`config.mk`:
```
export PLATFORM = sky130hd
export DESIGN_NAME = obi_axi_bridge_flat
export DESIGN_NICKNAME = d
export VERILOG_FILES = /design/src/rtl/obi_axi_bridge_pkg.sv /design/src/rtl/obi_axi_bridge_if.sv /design/src/rtl/obi_axi_bridge.sv /design/src/flat_wrapper.sv
export SDC_FILE = /design/constraint.sdc
export NUM_CORES = 1
export LEC_CHECK = 0
export BUFFER_PORTS_ARGS = -buffer_cell sky130_fd_sc_hd__clkbuf_2
export CORE_AREA = 2 2 128 130
export CTS_CLUSTER_SIZE = 8
export DETAILED_ROUTE_END_ITERATION = 12
export DIE_AREA = 0 0 130 132
export SETUP_SLACK_MARGIN = 0.4
export SLEW_MARGIN = 20
export SYNTH_ARGS = -nofsm -noshare
export SYNTH_HDL_FRONTEND = slang
export SYNTH_SLANG_ARGS = --single-unit
```
`constraint.sdc`:
```
create_clock -name clk_i -period 4.5 [get_ports clk_i]
set_input_delay 0.45 -clock clk_i [delete_from_list [all_inputs] [get_ports clk_i]]
set_output_delay 0.45 -clock clk_i [all_outputs]
set_load 0.005 [all_outputs]
```
`src/rtl/obi_axi_bridge_pkg.sv`:
```
`default_nettype none
// ============================================================================
//  Module      : obi_axi_pkg
//  Description : AXI4 channel/bundle types for a 32-bit manager port, burst
//                and response encodings, and the AxSIZE helper.
//  Revision    : 1.0 - initial release
// ============================================================================
package obi_axi_pkg;

    localparam logic [1:0] c_burst_incr  = 2'b01;
    localparam logic [1:0] c_resp_okay   = 2'b00;
    localparam logic [1:0] c_resp_exokay = 2'b01;
    localparam logic [1:0] c_resp_slverr = 2'b10;
    localparam logic [1:0] c_resp_decerr = 2'b11;

    typedef struct packed {
        logic [0:0]  id;
        logic [31:0] addr;
        logic [7:0]  len;
        logic [2:0]  size;
        logic [1:0]  burst;
        logic        lock;
        logic [3:0]  cache;
        logic [2:0]  prot;
        logic [3:0]  qos;
        logic [3:0]  region;
        logic [5:0]  atop;
        logic [0:0]  user;
    } axi_32_aw_chan_t;

    typedef struct packed {
        logic [31:0] data;
        logic [3:0]  strb;
        logic        last;
        logic [0:0]  user;
    } axi_32_w_chan_t;

    typedef struct packed {
        logic [0:0] id;
        logic [1:0] resp;
        logic [0:0] user;
    } axi_32_b_chan_t;

    typedef struct packed {
        logic [0:0]  id;
        logic [31:0] addr;
        logic [7:0]  len;
        logic [2:0]  size;
        logic [1:0]  burst;
        logic        lock;
        logic [3:0]  cache;
        logic [2:0]  prot;
        logic [3:0]  qos;
        logic [3:0]  region;
        logic [0:0]  user;
    } axi_32_ar_chan_t;

    typedef struct packed {
        logic [0:0]  id;
        logic [31:0] data;
        logic [1:0]  resp;
        logic        last;
        logic [0:0]  user;
    } axi_32_r_chan_t;

    typedef struct packed {
        axi_32_aw_chan_t aw;
        logic            aw_valid;
        axi_32_w_chan_t  w;
        logic            w_valid;
        logic            b_ready;
        axi_32_ar_chan_t ar;
        logic            ar_valid;
        logic            r_ready;
    } axi_32_req_t;

    typedef struct packed {
        logic           aw_ready;
        logic           ar_ready;
        logic           w_ready;
        logic           b_valid;
        axi_32_b_chan_t b;
        logic           r_valid;
        axi_32_r_chan_t r;
    } axi_32_resp_t;

    // AxSIZE for a full-width beat: log2 of the bus width in bytes.
    function automatic logic [2:0] axi_size(int dw);
        logic [2:0] s;
        s = 3'd0;
        for (int i = 0; i < 8; i++) begin
            if ((8 << i) == dw) s = 3'(i);
        end
        return s;
    endfunction

endpackage
`default_nettype wire

```
`src/rtl/obi_axi_bridge_if.sv`:
```
`default_nettype none
// ============================================================================
//  Module      : obi_axi_bridge_if
//  Description : OBI address/response phase bundle between a core port
//                (master) and the OBI-to-AXI bridge (slave).
//  Revision    : 1.0 - initial release
// ============================================================================
interface obi_axi_bridge_if #(
    parameter int unsigned DATA_WIDTH = 32,
    parameter int unsigned ADDR_WIDTH = 32
);
    logic                    req;
    logic                    gnt;
    logic                    we;
    logic [DATA_WIDTH/8-1:0] be;
    logic [ADDR_WIDTH-1:0]   addr;
    logic [DATA_WIDTH-1:0]   wdata;
    logic                    rvalid;
    logic [DATA_WIDTH-1:0]   rdata;
    logic                    err;

    modport master (output req, we, be, addr, wdata, input gnt, rvalid, rdata, err);
    modport slave  (input req, we, be, addr, wdata, output gnt, rvalid, rdata, err);
endinterface
`default_nettype wire

```
`src/rtl/obi_axi_bridge.sv`:
```
`default_nettype none
// ============================================================================
//  Module      : obi_axi_bridge
//  Description : OBI-to-AXI4 manager bridge. Single-beat transactions, up to
//                MAX_OUTSTANDING in flight, one direction at a time so OBI
//                responses stay in request order. AW and W are accepted
//                independently; responses pass through combinationally.
//  Revision    : 1.0 - initial release
// ============================================================================
module obi_axi_bridge
    import obi_axi_pkg::*;
#(
    parameter int unsigned DATA_WIDTH      = 32,
    parameter int unsigned ADDR_WIDTH      = 32,
    parameter int unsigned ID_WIDTH        = 1,
    parameter int unsigned MAX_OUTSTANDING = 4,
    parameter type         axi_req_t       = axi_32_req_t,
    parameter type         axi_resp_t      = axi_32_resp_t
) (
    input  wire logic       clk_i,
    input  wire logic       rst_i,
    obi_axi_bridge_if.slave obi,
    output axi_req_t        axi_req_o,
    input  axi_resp_t       axi_resp_i
);

    localparam int unsigned              c_cnt_w   = $clog2(MAX_OUTSTANDING + 1);
    localparam logic [c_cnt_w-1:0]       c_max_out = c_cnt_w'(MAX_OUTSTANDING);

    logic [c_cnt_w-1:0] r_cnt;
    logic               r_dir;
    logic               r_aw_done;
    logic               r_w_done;

    logic w_allow;
    logic w_aw_valid;
    logic w_w_valid;
    logic w_ar_valid;
    logic w_aw_fire;
    logic w_w_fire;
    logic w_wr_gnt;
    logic w_rd_gnt;
    logic w_gnt;
    logic w_rsp;
    logic w_unused;

    logic [ADDR_WIDTH-1:0] w_addr;
    logic [DATA_WIDTH-1:0] w_wdata;

    assign w_addr  = obi.addr[ADDR_WIDTH-1:0];
    assign w_wdata = obi.wdata[DATA_WIDTH-1:0];

    // Issue gate: room left, and direction only changes once the bridge is empty.
    assign w_allow    = (r_cnt < c_max_out) && ((r_cnt == '0) || (r_dir == obi.we));

    assign w_aw_valid = obi.req & obi.we & w_allow & ~r_aw_done;
    assign w_w_valid  = obi.req & obi.we & w_allow & ~r_w_done;
    assign w_ar_valid = obi.req & ~obi.we & w_allow;

    assign w_aw_fire  = w_aw_valid & axi_resp_i.aw_ready;
    assign w_w_fire   = w_w_valid & axi_resp_i.w_ready;

    // A write is granted once both AW and W have been taken, now or earlier.
    assign w_wr_gnt   = obi.req & obi.we & w_allow
                      & (w_aw_fire | r_aw_done) & (w_w_fire | r_w_done);
    assign w_rd_gnt   = w_ar_valid & axi_resp_i.ar_ready;
    assign w_gnt      = w_wr_gnt | w_rd_gnt;

    assign w_rsp      = axi_resp_i.r_valid | axi_resp_i.b_valid;

    // AXI request channels driven straight from the held OBI request.
    always_comb begin
        axi_req_o             = '0;
        axi_req_o.aw_valid    = w_aw_valid;
        axi_req_o.aw.id       = {ID_WIDTH{1'b0}};
        axi_req_o.aw.addr     = w_addr;
        axi_req_o.aw.len      = 8'd0;
        axi_req_o.aw.size     = axi_size(DATA_WIDTH);
        axi_req_o.aw.burst    = c_burst_incr;
        axi_req_o.w_valid     = w_w_valid;
        axi_req_o.w.data      = w_wdata;
        axi_req_o.w.strb      = obi.be;
        axi_req_o.w.last      = 1'b1;
        axi_req_o.ar_valid    = w_ar_valid;
        axi_req_o.ar.id       = {ID_WIDTH{1'b0}};
        axi_req_o.ar.addr     = w_addr;
        axi_req_o.ar.len      = 8'd0;
        axi_req_o.ar.size     = axi_size(DATA_WIDTH);
        axi_req_o.ar.burst    = c_burst_incr;
        axi_req_o.r_ready     = 1'b1;
        axi_req_o.b_ready     = 1'b1;
    end

    // OBI grant and zero-latency response path; B carries no data.
    always_comb begin
        obi.gnt    = w_gnt;
        obi.rvalid = w_rsp;
        obi.rdata  = axi_resp_i.r_valid ? axi_resp_i.r.data : '0;
        obi.err    = (axi_resp_i.r_valid & axi_resp_i.r.resp[1])
                   | (axi_resp_i.b_valid & axi_resp_i.b.resp[1]);
    end

    // Response fields the bridge does not need (IDs are always 0, single beat).
    assign w_unused = ^{axi_resp_i.r.id, axi_resp_i.r.resp[0], axi_resp_i.r.last,
                        axi_resp_i.r.user, axi_resp_i.b.id, axi_resp_i.b.resp[0],
                        axi_resp_i.b.user};

    // Outstanding counter: grant and response in one cycle cancel out.
    always_ff @(posedge clk_i or posedge rst_i) begin
        if (rst_i) begin
            r_cnt <= '0;
        end else begin
            case ({w_gnt, w_rsp})
                2'b10:   r_cnt <= r_cnt + c_cnt_w'(1);
                2'b01:   r_cnt <= r_cnt - c_cnt_w'(1);
                default: r_cnt <= r_cnt;
            endcase
        end
    end

    // Direction of the transactions currently in flight.
    always_ff @(posedge clk_i or posedge rst_i) begin
        if (rst_i) begin
            r_dir <= 1'b0;
        end else if (w_gnt) begin
            r_dir <= obi.we;
        end
    end

    // Remember AW/W acceptance until the write is granted.
    always_ff @(posedge clk_i or posedge rst_i) begin
        if (rst_i) begin
            r_aw_done <= 1'b0;
            r_w_done  <= 1'b0;
        end else if (w_wr_gnt) begin
            r_aw_done <= 1'b0;
            r_w_done  <= 1'b0;
        end else begin
            if (w_aw_fire) r_aw_done <= 1'b1;
            if (w_w_fire)  r_w_done  <= 1'b1;
        end
    end

    a_obi_stable: assert property (@(posedge clk_i) disable iff (rst_i)
        (obi.req && !obi.gnt) |=> $stable({obi.addr, obi.we, obi.be, obi.wdata}));

    a_no_rsp_when_empty: assert property (@(posedge clk_i) disable iff (rst_i)
        w_rsp |-> (r_cnt != '0));

    a_r_last: assert property (@(posedge clk_i) disable iff (rst_i)
        axi_resp_i.r_valid |-> axi_resp_i.r.last);

endmodule
`default_nettype wire

```
`src/flat_wrapper.sv`:
```
// flat-port wrapper written by rule: the top's interface ports become plain ports
module obi_axi_bridge_flat import obi_axi_pkg::*;
#(
    parameter int unsigned DATA_WIDTH      = 32,
    parameter int unsigned ADDR_WIDTH      = 32,
    parameter int unsigned ID_WIDTH        = 1,
    parameter int unsigned MAX_OUTSTANDING = 4,
    parameter type         axi_req_t       = axi_32_req_t,
    parameter type         axi_resp_t      = axi_32_resp_t
)
  (clk_i, rst_i, axi_req_o, axi_resp_i, obi_req, obi_we, obi_be, obi_addr, obi_wdata, obi_gnt, obi_rvalid, obi_rdata, obi_err);
  obi_axi_bridge_if #(.DATA_WIDTH(DATA_WIDTH), .ADDR_WIDTH(ADDR_WIDTH)) obi_i ();
  input  wire logic clk_i;
  input  wire logic rst_i;
  output axi_req_t axi_req_o;
  input  axi_resp_t axi_resp_i;
  input wire logic [$bits(obi_i.req)-1:0] obi_req;
  input wire logic [$bits(obi_i.we)-1:0] obi_we;
  input wire logic [$bits(obi_i.be)-1:0] obi_be;
  input wire logic [$bits(obi_i.addr)-1:0] obi_addr;
  input wire logic [$bits(obi_i.wdata)-1:0] obi_wdata;
  output wire logic [$bits(obi_i.gnt)-1:0] obi_gnt;
  output wire logic [$bits(obi_i.rvalid)-1:0] obi_rvalid;
  output wire logic [$bits(obi_i.rdata)-1:0] obi_rdata;
  output wire logic [$bits(obi_i.err)-1:0] obi_err;
  assign obi_i.req = obi_req;
  assign obi_i.we = obi_we;
  assign obi_i.be = obi_be;
  assign obi_i.addr = obi_addr;
  assign obi_i.wdata = obi_wdata;
  assign obi_gnt = obi_i.gnt;
  assign obi_rvalid = obi_i.rvalid;
  assign obi_rdata = obi_i.rdata;
  assign obi_err = obi_i.err;
  obi_axi_bridge #(.DATA_WIDTH(DATA_WIDTH), .ADDR_WIDTH(ADDR_WIDTH), .ID_WIDTH(ID_WIDTH), .MAX_OUTSTANDING(MAX_OUTSTANDING), .axi_req_t(axi_req_t), .axi_resp_t(axi_resp_t)) u_core (.clk_i(clk_i), .rst_i(rst_i), .obi(obi_i), .axi_req_o(axi_req_o), .axi_resp_i(axi_resp_i));
endmodule
```
* After elaboration in Yosys (flattened, before gate mapping)
Cells that the tools add are included.
Operators by class: $add $sub $neg 2, order comparisons 1, equal/unequal tests 3, muxes and demuxes 6, bitwise gates (word level) 21, reduce and logical (&&, ||, !) cells 6
Operators with widths (number):
- 2-to-1 mux 32 bit | 1
- AND 1 bit | 13
- one-hot mux 3 bit (2 select lines) | 1
- nonzero test 2 bit | 3
- bitwise OR 1 bit | 5
- 2-to-1 mux 1 bit | 4
- adder 3 x 1 -> 3 bit (second input constant) | 1
- zero test 3 bit | 1
- less-than comparator 3 bit (second input constant) | 1
- inverter 1 bit | 3
- subtractor 3 x 1 -> 3 bit (second input constant) | 1
- equality test 2 x 1 -> 1 bit (second input constant) | 1
- equality test 2 bit (second input constant) | 1
- equality test 1 bit | 1
- logical AND 1 bit | 1
- logical OR 1 bit | 1
Storage, ports and cells: register bits 6, input port bits 118, output and inout port bits 210, word-level logic and storage cells 43

* Longest topological paths before layout
Gate-level depths: netlist of the first run.
depth in word-level cells 12, mapped depth 9, gate-level depth less buffers 9

* Worst setup path before layout of the first run
Ideal clock, no wire load.
kind input -> register, start point input obi_req, end point register u_core.r_cnt[2], setup time 0.079 ns, data arrival time 1.825 ns, data required time 4.421 ns, path slack 2.596 ns, stages 9, path buffers 0, path through nor2b_2 nand4b_1 o21a_1 ha_1 inv_1 fa_1 xor2_1 nor2_1 xor2_1
On the way: cells in the longest elaborated chain, start to end 10, elaborated cells on any way between the ends 18, those cells by class 2 x eq/ne; 1 x mux; 14 x bitwise; 1 x reduce/logical
RTL lines:
- from (decl) | RTL line flat_wrapper.sv:17 | input wire logic [$bits(obi_i.req)-1:0] obi_req;
- AND 1 bit (2 in series) | RTL line obi_axi_bridge.sv:56, obi_axi_bridge.sv:57, obi_axi_bridge.sv:64
- AND 1 bit | RTL line obi_axi_bridge.sv:56 | assign w_aw_valid = obi.req & obi.we & w_allow & ~r_aw_done;
- AND 1 bit | RTL line obi_axi_bridge.sv:60 | assign w_aw_fire = w_aw_valid & axi_resp_i.aw_ready;
- bitwise OR 1 bit | RTL line obi_axi_bridge.sv:65 | & (w_aw_fire | r_aw_done) & (w_w_fire | r_w_done);
- AND 1 bit (2 in series) | RTL line obi_axi_bridge.sv:65
- bitwise OR 1 bit * | RTL line obi_axi_bridge.sv:67 | assign w_gnt = w_wr_gnt | w_rd_gnt;
- equality test 2 x 1 -> 1 bit or equality test 2 bit (tied branches) | RTL line obi_axi_bridge.sv:113 | case ({w_gnt, w_rsp})
- one-hot mux 3 bit (2 select lines) or nonzero test 2 bit (tied branches)
- to (signal assigned) | RTL line obi_axi_bridge.sv:114 | 2'b10: r_cnt <= r_cnt + c_cnt_w'(1);
- to (signal assigned) | RTL line obi_axi_bridge.sv:115 | 2'b01: r_cnt <= r_cnt - c_cnt_w'(1);
- to (signal assigned) | RTL line obi_axi_bridge.sv:116 | default: r_cnt <= r_cnt;
- to (decl) | RTL line obi_axi_bridge.sv:30 | logic [c_cnt_w-1:0] r_cnt;
Mark *: on every way between the ends. The rest lies on a longest branch, timed or not. A chain may end at the register's enable or synchronous reset.

* Worst setup path after layout of the first run
start point register u_core.r_dir, end point register u_core.r_cnt[2]
On the way: cells in the longest elaborated chain, start to end 12, elaborated cells on any way between the ends 19, those cells by class 3 x eq/ne; 1 x mux; 12 x bitwise; 3 x reduce/logical
RTL lines:
- from (decl) | RTL line obi_axi_bridge.sv:31 | logic r_dir;
- from (signal assigned) | RTL line obi_axi_bridge.sv:126 | r_dir <= obi.we;
- equality test 1 bit * | RTL line obi_axi_bridge.sv:54 | assign w_allow = (r_cnt < c_max_out) && ((r_cnt == '0) || (r_dir == obi.we));
- logical OR 1 bit * | RTL line obi_axi_bridge.sv:54
- logical AND 1 bit * | RTL line obi_axi_bridge.sv:54
- AND 1 bit | RTL line obi_axi_bridge.sv:56, obi_axi_bridge.sv:57, obi_axi_bridge.sv:64
- AND 1 bit | RTL line obi_axi_bridge.sv:56
- AND 1 bit | RTL line obi_axi_bridge.sv:60
- bitwise OR 1 bit | RTL line obi_axi_bridge.sv:65
- AND 1 bit (2 in series) | RTL line obi_axi_bridge.sv:65
- bitwise OR 1 bit * | RTL line obi_axi_bridge.sv:67
- equality test 2 x 1 -> 1 bit or equality test 2 bit (tied branches) | RTL line obi_axi_bridge.sv:113
- one-hot mux 3 bit (2 select lines) or nonzero test 2 bit (tied branches)
Marks and branches as above.

==> summary.md, run 1 <==
| Metric | Value |
|---|---|
| Drt drc | 0 |
| Clock sinks | 6 |
| N_diodes | 0 |
| Post-DP HPWL | 3410 µm |
| # resized after CTS | 0 |
| Clk Latency, worst-skew pair | about 230 ps |
| DIE AREA | around 17000 µm² |
| Final Skew | around 0.16 ps |
| Vias per cell | 2.52 |
| Setup TNS Final | 0 ps |
| Flops & latches, synth | 6 |
| Initial antenna violation count | 0 |
| CTS Buf Count | 3 |
| EDFF count, synth | 0 |
| CTS max path bufs | 2 |
| Register area share after synthesis | slightly below 8% |
| Fmax | 0.509 GHz |
| RSZ-0062 raised after global routing | false |
| Worst path required time | roughly 4700 ps |
| Grt ovf | 0 |
| Leakage | between 0.8 and 0.9 nW |
| Share of cells above drive strength 1 | 38.8% |
| Most frequent cells after synthesis | buf_4 (175), and2_1 (32), dfrtp_1 (6) |
| Clk slew on worst S/H paths | roughly 30 ps |
| Max Cap Violations | 0 |
| CTS tree | done |
| Routability Congestion | roughly 0.74 |
| Final Setup Violations | 0 |
| Top FF cell, synth | dfrtp_1 |
| Worst hold path type | in2async |
| DRT Pass-1 Iters | 2 |
| Post-Layout Cell Count | 440 |
| Area contributors post-synth | buf_4 (68%), and2_1 (10%), dfrtp_1 (7.8%), fa_1 (1.0%), o21ba_1 (1.0%) |
| IO Pins | approximately 330 |
| Yosys top cell by area | buf_4 |
| Hold Slack | ~110 ps |
| Placed cell count | 437 |
| Dpl ws | around 2200 ps |
| Die width | roughly 130 µm |
| Pwr dens | between 200 and 300 nW/µm² |
| Yosys cell types | 25 |
| CP endpoint kind | flop |
| Yosys top cell area share | between 60% and 70% |
| First-pass GRT wire length | roughly 4800 µm |
| CP arrival | ~2100 ps |
| Post-CTS Setup Bufs | 0 |
| Final Cycle Share | roughly 44% |
| IO Port Bufs | 80 |
| Via Count | 1109 |
| Core Region | approximately 16000 µm² |
| H-Tree Depth | 1 |
| Max VDD drop | roughly 95 µV |
| Min Tclk post-route | around 2000 ps |
| GR Util All Layers | approximately 3.8% |
| Worst setup margin | ~2500 ps |
| Number of max-slew violations in the final report | 0 |
| CP Max Fanout | 7 |
| Final hold vios | 0 |
| Initial Util | between 10 and 15% |
| Fill count | between 1500 and 2000 |
| Outcome | complete, no violations |
| Area Overhead vs Synth | -16.4% |
| # nets final | about 350 |
| Vias in the first global route | between 800 and 900 |
| Synth Warn # | 0 |
| Final ANT Viol Nets | 0 |
| Count leader, synth | buf_4 |
| Avg Synthesized Cell Area | 7.73 µm² |
| Cells after Synth | ~250 |
| Final Total Pwr | between 0.4 and 0.5 mW |
| Asr flop ratio synth | 100% |
| Largest net degree at the start of global routing | 35 |
| Synthesized area | about 1900 µm² |
| FP Rows | between 40 and 50 |
| Startpoint types | flop |
| CTS root buf | clkbuf_16 |
| DR WL/cell | ~8.5 µm |
| Drt total wl | about 3700 µm |
| Crit Path Category | reg2reg |
| Initial drt markers | 34 |
| Die span in y | between 100 and 150 µm |
| Hold buffer count at CTS | 0 |
[state kept, by name, summed over array words and instances (netlist names)]
register,cells
u_core.r_aw_done,1
u_core.r_cnt,3
u_core.r_dir,1
u_core.r_w_done,1
[worst max-delay path, stage by stage, from the launching register on]
cell	delay, ps
dfrtp_1	380
o21bai_4	180
nand3_2	140
o21a_1	150
ha_1	180
inv_1	60
fa_1	370
xor2_1	150
nor2_1	110
xor2_1	160
[routing by layer]
layer,wire (µm),track usage (%)
met1,829,2.15
met2,1530,5.35
met3,1020,4.75
met4,344,4.24
met5,0,0
[cell usage in the layout (no fill, tap or decap), types with 2 or more instances in the layout]
cell type | synthesis | final
and2_1 | 32 | 32
clkbuf_16 | 0 | 3
conb_1 | 2 | 72
clkbuf_2 | 0 | 80
a41oi_1 | 2 | 2
dfrtp_1 | 6 | 6
inv_1 | 4 | 4
nor2_1 | 5 | 5
xor2_1 | 2 | 2
o21ai_1 | 2 | 2
o21ba_1 | 2 | 2
[cell families (layout without fill, tap and decap cells)]
family / count (synthesis) / after routing / synth area share, %
AOI/OAI and AO/OA: 11 / 11 / 5.07
xor gates and xnor gates: 3 / 3 / 1.36
adders and majority gates: 2 / 2 / 1.69
buffers and inverters: 182 / 87 / 69.6
DFF: 6 / 6 / 7.80
muxes: 1 / 1 / 0.520
other: 2 / 72 / 0.390
and+or+nand+nor: 42 / 42 / 13.6
[path summary, 6_finish.rpt]
kind	cells past startpoint	endpoint	from	slack, ps
max	9	u_core.r_cnt[2]$_DFFE_PP0P_	u_core.r_dir$_DFFE_PP0N_	2540
min	2	u_core.r_cnt[2]$_DFFE_PP0P_	rst_i	110
max reg2reg	9	u_core.r_cnt[2]$_DFFE_PP0P_	u_core.r_dir$_DFFE_PP0N_	2540
min reg2reg	1	u_core.r_cnt[2]$_DFFE_PP0P_	u_core.r_cnt[2]$_DFFE_PP0P_	480
max in group asynchronous	2	u_core.r_aw_done$_DFFE_PP0P_	rst_i	4200
min in group clk_i	1	u_core.r_cnt[2]$_DFFE_PP0P_	u_core.r_cnt[2]$_DFFE_PP0P_	480
[report_power, final]
group	internal [mW]	leakage [nW]	switching, mW	total (mW)
combinational	0.0969	0.771	0.0958	0.193
clock	0.114	0.0370	0.0273	0.141
sequential	0.0827	0.0725	0.0291	0.112
[final cells by class]
class / count / area (µm²) / area share [%]
Clock buffer: 3 / 75.1 / 4.67
Inverter: 4 / 15.0 / 0.933
Multi-Input combinational cell: 131 / 698 / 43.4
Sequential cell: 6 / 150 / 9.33
Tap cell: 216 / 270 / 16.8
Timing Repair Buffer: 80 / 400 / 24.9
[per-stage QoR]
stage / util, % / area (µm²)
after global placement: 9.76 / 1530
after floorplan: - / 2190
after detailed placement: 9.76 / 1530
final: 10.2 / 1610
after global routing: 10.2 / 1610
after CTS: 10.2 / 1610
Note: power is estimated with default switching activity, not from simulation.
==> inputs of run 2 (changes only) <==
--- a/config.mk
+++ b/config.mk
@@ -5,11 +5,12 @@
 export SDC_FILE = /design/constraint.sdc
 export NUM_CORES = 1
 export LEC_CHECK = 0
+export ABC_AREA = 1
 export BUFFER_PORTS_ARGS = -buffer_cell sky130_fd_sc_hd__clkbuf_2
-export CORE_AREA = 2 2 128 130
+export CORE_AREA = 2 2 126 128
 export CTS_CLUSTER_SIZE = 8
 export DETAILED_ROUTE_END_ITERATION = 12
-export DIE_AREA = 0 0 130 132
+export DIE_AREA = 0 0 128 130
 export SETUP_SLACK_MARGIN = 0.4
 export SLEW_MARGIN = 20
 export SYNTH_ARGS = -nofsm -noshare
==> constraint.sdc (replaced) <==
create_clock -name clk_i -period 1.6 [get_ports clk_i]
set_input_delay 0.16 -clock clk_i [delete_from_list [all_inputs] [get_ports clk_i]]
set_output_delay 0.16 -clock clk_i [all_outputs]
set_load 0.005 [all_outputs]
==> summary.md, run 2 <==
| Metric | Value |
|---|---|
| Outcome | finished with violations (was complete, no violations) |
| Failing checks | setup timing |
| Synth Warn # | 0 (unchanged) |
| Vias per cell | 2.75 (was 2.52) |
| Final Skew | 4.87 ps (was 0.164 ps) |
| Commonest non-fill, non-tap cells in the layout | clkbuf_2 (78), conb_1 (72), inv_1 (39) (was clkbuf_2 (80), conb_1 (72), and2_1 (32)) |
| EDFF count, synth | 0 (unchanged) |
| Crit Path Category | reg2reg (unchanged) |
| Share of cells above drive strength 1 | 44.6% (was 38.8%) |
| Area fraction in compound gates after synthesis | 3.08% (was 5.07%) |
| DRT Pass-1 Iters | 4 (was 2) |
| Grt ovf | 0 (unchanged) |
| Area contributors post-synth | buf_4 (65%), inv_1 (7.8%), dfrtp_1 (7.4%), nand2_1 (7.4%), nand3_4 (1.7%) (was buf_4 (68%), and2_1 (10%), dfrtp_1 (7.8%), fa_1 (1.0%), o21ba_1 (1.0%)) |
| Die width | 128 µm (was 130 µm) |
| Post-Synth XOR/XNOR Area | 0.864% (was 1.36%) |
| Main combinational cell family by area after synthesis | buffers and inverters (unchanged) |
| N_diodes | 0 (unchanged) |
| Synthesized area | 2030 µm² (was 1930 µm²) |
| Yosys cell types | 24 (was 25) |
| Synth Area in Simple Gates | 12.3% (was 13.6%) |
| Most frequent cells after synthesis | buf_4 (175), inv_1 (42), nand2_1 (40) (was buf_4 (175), and2_1 (32), dfrtp_1 (6)) |
| Post-Layout Cell Count | 486 (was 440) |
| DR WL/cell | 8.71 µm (was 8.48 µm) |
| # nets final | 416 (was 346) |
| First-pass GRT wire length | 5320 µm (was 4790 µm) |
| Routability Congestion | 0.722 (was 0.742) |
| Largest net degree at the start of global routing | 34 (was 35) |
| Fin area | 1920 µm² (was 1610 µm²) |
| Clock sinks | 6 (unchanged) |
| Max reg flops | 3 (unchanged) |
| Area Overhead vs Synth | -5.43% (was -16.4%) |
| Initial drt markers | 27 (was 34) |
| RSZ-0062 raised after global routing | true (was false) |
| GR Util All Layers | 4.14% (was 3.83%) |
| Min Tclk post-route | 1920 ps (was 1960 ps) |
| CTS max path bufs | 2 (unchanged) |
| IO Pins | 328 (unchanged) |
| CP arrival | 2030 ps (was 2110 ps) |
| Fmax | 0.520 GHz (was 0.509 GHz) |
| Drt drc | 0 (unchanged) |
| Clk Latency, worst-skew pair | 230 ps (about the same) |
| Asr flop ratio synth | 100% (unchanged) |
| Placed cell count | 475 (was 437) |
| FP Rows | 46 (unchanged) |
| H-Tree Depth | 1 (unchanged) |
| Placed Area | 1700 µm² (was 1530 µm²) |
| DIE AREA | 16600 µm² (was 17200 µm²) |
| Worst path required time | 1710 ps (was 4650 ps) |
| Post-DP HPWL | 3570 µm (was 3410 µm) |
| Largest Register | u_core.r_cnt (unchanged) |
| Initial Util | 13.1% (was 12.3%) |
| Final Cycle Share | 120% (was 43.7%) |
| CP endpoint kind | flop (unchanged) |
| Initial antenna violation count | 0 (unchanged) |
| Flops & latches, synth | 6 (unchanged) |
| CTS tree | done (unchanged) |
| Avg Synthesized Cell Area | 6.78 µm² (was 7.73 µm²) |
| CP Max Fanout | 4 (was 7) |
| Die span in y | 130 µm (was 132 µm) |
| Clk slew on worst S/H paths | 40 ps (was 30 ps) |
| Worst setup margin | -324 ps (was 2540 ps) |
| CTS root buf | clkbuf_16 (unchanged) |
| Setup TNS Final | -861 ps (was 0 ps) |
| Via Count | 1335 (was 1109) |
| Drt total wl | 4230 µm (was 3730 µm) |
| Commonest non-fill, non-tap cell in the layout | clkbuf_2 (unchanged) |
| CTS Buf Count | 3 (unchanged) |
| Vias in the first global route | 1064 (was 876) |
| Final Setup Violations | 4 (was 0) |
| Cells after Synth | 299 (was 249) |
| Mux share of post-synthesis cell area | 0% (was 0.520%) |
| Yosys top cell by area | buf_4 (unchanged) |
| Register area share after synthesis | 7.40% (was 7.80%) |
| Number of max-slew violations in the final report | 0 (unchanged) |
| Worst hold path type | in2reg (was in2async) |
| Final ANT Viol Nets | 0 (unchanged) |
| IO Port Bufs | 80 (unchanged) |
| Final hold vios | 0 (unchanged) |
| Post-Route Utilization | 12.4% (was 10.2%) |
| Core Region | 15400 µm² (was 15700 µm²) |
| Adder-Cell Fraction of Synth Area | 1.60% (was 1.69%) |
| Top FF cell, synth | dfrtp_1 (unchanged) |
| Max VDD drop | 352 µV (was 95.1 µV) |
| Fill count | 1789 (was 1835) |
| Max Cap Violations | 0 (unchanged) |
| Pwr dens | 879 nW/µm² (was 277 nW/µm²) |
| Leakage | 1.30 nW (was 0.880 nW) |
| Yosys top cell area share | 64.8% (was 68.2%) |
| Count leader, synth | buf_4 (unchanged) |
| Startpoint types | flop (unchanged) |
run 2: cell types whose count changed after synthesis, moves of 3 or more:
cell     delta
nand2_1    +40
nand2_2     +5
buf_2       +3
inv_2       +5
nor2_1      -3
and2_1     -32
inv_1      +38
run 2: final timing paths:
| kind | slack [ps] | depth (start not counted) | endpoint | from |
|---|---|---|---|---|
| worst max-delay path | -320 | 14 | u_core.r_cnt[2]$_DFFE_PP0P_ | u_core.r_dir$_DFFE_PP0N_ |
| worst min-delay path | 290 | 5 | u_core.r_aw_done$_DFFE_PP0P_ | axi_resp_i[45] |
| worst max register to register | -320 | 14 | u_core.r_cnt[2]$_DFFE_PP0P_ | u_core.r_dir$_DFFE_PP0N_ |
| worst min register to register | 520 | 2 | u_core.r_cnt[1]$_DFFE_PP0P_ | u_core.r_cnt[1]$_DFFE_PP0P_ |
| max in group asynchronous | 970 | 3 | u_core.r_aw_done$_DFFE_PP0P_ | rst_i |
| min in group asynchronous | 410 | 3 | u_core.r_cnt[1]$_DFFE_PP0P_ | rst_i |
run 2: layout make-up:
type | instances | area, µm² | area share (%)
clock buffers | 3 | 75.1 | 3.91
inverters | 47 | 176 | 9.20
multi-input cells | 137 | 681 | 35.5
flip-flops and latches | 6 | 150 | 7.83
well taps | 192 | 240 | 12.5
repair buffers | 101 | 596 | 31.1
run 2: cells by family (layout without fill, tap and decap cells):
| logic type | count (synthesis) | after routing |
|---|---|---|
| AO/OA/AOI/OAI | 8 | 8 |
| XOR/XNOR | 2 | 2 |
| adder cells (fa/ha/maj) | 2 | 2 |
| buffers and inverters | 226 | 151 |
| flip-flops | 6 | 6 |
| other | 2 | 72 |
| AND/OR/NAND/NOR | 53 | 53 |
run 2: where the power goes:
group	switching [mW]	internal (mW)	total (mW)
clock	0.0980	0.322	0.420
sequential	0.0597	0.234	0.294
combinational	0.492	0.480	0.971
run 2: timing repair:
item	in CTS	in global routing
endpoints found under the hold margin	6	0
pin swaps	2	2
hold buffers	1	0
setup buffers	0	7
gates resized for setup	2	23
endpoints found under the setup margin	8	10
run 2: worst max-delay path, cell delays in order (launching register included):
cell	delay, ps
dfrtp_1	360
inv_2	50
nand2_2	80
nand3_4	110
nand2_4	90
nor2_4	40
nand2_2	60
inv_2	40
a21oi_2	90
ha_1	170
inv_2	50
fa_2	340
a21oi_2	110
o21ai_1	80
xor2_1	140
run 2: per-stage QoR:
| step | worst slack [ps] | hold WS, ps | power [mW] |
|---|---|---|---|
| global placement | -269 | 100 | 1.05 |
| finish | -324 | 289 | 1.69 |
| global route | -455 | 315 | 1.82 |
| CTS | -324 | 278 | 1.50 |
| detailed placement | -310 | 94.8 | 1.06 |
| floorplan | -255 | -49.0 | 1.07 |
run 2: routing by layer:
layer  share of wire (%)  track usage [%]
met1                  30             3.80
met2                  41             5.47
met3                  19             3.03
met4                 9.3             4.91
met5                   0                0
==> inputs of run 3 (changes only) <==
--- a/config.mk
+++ b/config.mk
@@ -5,12 +5,12 @@
 export SDC_FILE = /design/constraint.sdc
 export NUM_CORES = 1
 export LEC_CHECK = 0
-export ABC_AREA = 1
+export ABC_AREA = 0
 export BUFFER_PORTS_ARGS = -buffer_cell sky130_fd_sc_hd__clkbuf_2
-export CORE_AREA = 2 2 126 128
+export CORE_AREA = 2 2 129 131
 export CTS_CLUSTER_SIZE = 8
 export DETAILED_ROUTE_END_ITERATION = 12
-export DIE_AREA = 0 0 128 130
+export DIE_AREA = 0 0 131 133
 export SETUP_SLACK_MARGIN = 0.4
 export SLEW_MARGIN = 20
 export SYNTH_ARGS = -nofsm -noshare
==> summary.md, run 3 (same netlist as run 1, synthesis figures left out) <==
| Metric | Value |
|---|---|
| CTS root buf | clkbuf_16 (unchanged) |
| Largest net degree at the start of global routing | 34 (unchanged) |
| CP endpoint kind | flop (unchanged) |
| Worst path slowest cell | dfrtp_1 (unchanged) |
| IO Port Bufs | 80 (unchanged) |
| Hold_sp | obi_wdata[7] (was axi_resp_i[45]) |
| Die span in y | 133 µm (was 130 µm) |
| Final Setup Violations | 2 (was 4) |
| # nets final | 368 (was 416) |
| Area Overhead vs Synth | -3.44% (was -5.43%) |
| Critical path buffer and inverter count | 1 (was 3) |
| Final ANT Viol Nets | 0 (unchanged) |
| Clk slew on worst S/H paths | 30 ps (was 40 ps) |
| Fmax | 0.559 GHz (was 0.520 GHz) |
| Post-DP HPWL | 4030 µm (was 3570 µm) |
| Initial antenna violation count | 0 (unchanged) |
| H-Tree Depth | 1 (unchanged) |
| Vias per cell | 2.57 (was 2.75) |
| Reg2reg path depth | 9 (was 14) |
| Min Tclk post-route | 1790 ps (was 1920 ps) |
| Share of cells above drive strength 1 | 48.0% (was 44.6%) |
| Drt drc | 0 (unchanged) |
| CP most frequent cell | xor2_1 (was inv_2) |
| Final Total Pwr | 1.68 mW (was 1.69 mW) |
| Worst path required time | 1750 ps (was 1710 ps) |
| Fill count | 1869 (was 1789) |
| Commonest non-fill, non-tap cell in the layout | clkbuf_2 (unchanged) |
| CTS Buf Count | 3 (unchanged) |
| FP Rows | 47 (was 46) |
| CP max stage delay | 400 ps (was 360 ps) |
| Cell family with most CP delay | adder cells (unchanged) |
| Failing checks | setup timing (unchanged) |
| Grt ovf | 0 (unchanged) |
| Hold Crit Depth | 0 (was 5) |
| Vias in the first global route | 976 (was 1064) |
| DRT Pass-1 Iters | 4 (unchanged) |
| First-pass GRT wire length | 5820 µm (was 5320 µm) |
| Setup TNS Final | -308 ps (was -861 ps) |
| Initial Util | 11.9% (was 13.1%) |
| Final Cycle Share | 112% (was 120%) |
| RSZ-0062 raised after global routing | true (unchanged) |
| Crit path cell chain | o21bai_4, nand3_4, o21a_1, ha_4, inv_2, fa_2, xor2_1, nor2_1, xor2_1 (was inv_2, nand2_2, nand3_4, nand2_4, nor2_4, nand2_2, inv_2, a21oi_2, ha_1, inv_2, fa_2, a21oi_2, o21ai_1, xor2_1) |
| Number of max-slew violations in the final report | 0 (unchanged) |
| N_diodes | 0 (unchanged) |
| Core Region | 16200 µm² (was 15400 µm²) |
| Initial drt markers | 15 (was 27) |
| Largest Register | u_core.r_cnt (unchanged) |
| Hold Slack | 320 ps (was 289 ps) |
| Final Skew | 1.24 ps (was 4.87 ps) |
| Reg-to-reg startpoint | u_core.r_dir$_DFFE_PP0N_ (unchanged) |
| Routability Congestion | 0.741 (was 0.722) |
| Outcome | finished with violations (unchanged) |
| Crit Path Category | reg2reg (unchanged) |
| DIE AREA | 17400 µm² (was 16600 µm²) |
| Drt total wl | 4480 µm (was 4230 µm) |
| Max VDD drop | 424 µV (was 352 µV) |
| Clock sinks | 6 (unchanged) |
| Die width | 131 µm (was 128 µm) |
| Crit path launch | u_core.r_dir$_DFFE_PP0N_ (unchanged) |
| Final hold vios | 0 (unchanged) |
| Leakage | 1.00 nW (was 1.30 nW) |
| IO Pins | 328 (unchanged) |
| Crit path depth | 9 (was 14) |
| CP Max Fanout | 3 (was 4) |
| CTS tree | done (unchanged) |
| CTS max path bufs | 2 (unchanged) |
| Pwr dens | 905 nW/µm² (was 879 nW/µm²) |
| Worst hold path type | in2out (was in2reg) |
| Clk Latency, worst-skew pair | 230 ps (about the same) |
| Max Cap Violations | 0 (unchanged) |
| Worst setup margin | -188 ps (was -324 ps) |
| Via Count | 1199 (was 1335) |
| DR WL/cell | 9.62 µm (was 8.71 µm) |
| Max reg flops | 3 (unchanged) |
| Commonest non-fill, non-tap cells in the layout | clkbuf_2 (80), conb_1 (72), and2_1 (32) (was clkbuf_2 (78), conb_1 (72), inv_1 (39)) |
| GR Util All Layers | 4.76% (was 4.14%) |
| CP arrival | 1940 ps (was 2030 ps) |
| Startpoint types | flop (unchanged) |
[run 3: cell count changes in the layout (fill, tap and decap cells not counted), moves of 3 or more]
| cell | before | now |
|---|---|---|
| nor2_4 | 3 | 0 |
| nand2_2 | 5 | 0 |
| nor2_1 | 0 | 4 |
| inv_1 | 39 | 3 |
| nand2_1 | 38 | 0 |
| a21oi_2 | 3 | 0 |
| buf_4 | 14 | 18 |
| buf_6 | 8 | 3 |
| inv_2 | 8 | 1 |
| and2_1 | 0 | 32 |
[run 3: worst paths after layout]
path	endpoint	slack (ps)
max	u_core.r_cnt[2]$_DFFE_PP0P_	-190
max in group asynchronous	u_core.r_w_done$_DFFE_PP0P_	1030
min	axi_req_o[80]	320
min in group asynchronous	u_core.r_cnt[2]$_DFFE_PP0P_	370
max reg2reg	u_core.r_cnt[2]$_DFFE_PP0P_	-190
min reg2reg	u_core.r_dir$_DFFE_PP0N_	540
[run 3: repair_timing]
action	4_1_cts	5_1_grt
pin swaps	3	3
setup endpoints to repair	8	10
hold buffers	1	0
endpoints found under the hold margin	6	0
setup buffers	2	5
resized for setup	7	2
[run 3: routing by layer]
layer,track usage [%],wire (µm),up-vias
met3,4.69,862,41
met5,2.35,55,-
met1,5.05,1610,505
met4,3.19,277,2
met2,5.47,1680,141
li1,-,-,510
[run 3: cell type report]
type	count	area, µm²	area share (%)
tap	220	275	14.8
clock buffer	3	75.1	4.04
inverter	4	15.0	0.808
timing repair buffer	102	579	31.2
sequential	6	150	8.08
multi-input combinational	131	764	41.1
[run 3: report_power, final]
group	switching (mW)	internal (mW)	total (mW)
clock network	0.0836	0.321	0.404
logic	0.392	0.571	0.964
registers	0.0814	0.233	0.314
total	0.557	1.12	1.68
[run 3: metrics by stage]
step	setup WS, ps	instance area [µm²]	std cells	util (%)
3_3_place_gp	-170	1680	455	10.4
6_report	-188	1860	466	11.5
5_1_grt	-317	1860	466	11.5
2_1_floorplan	-138	2220	319	-
4_1_cts	-204	1810	461	11.2
3_5_place_dp	-231	1680	455	10.4
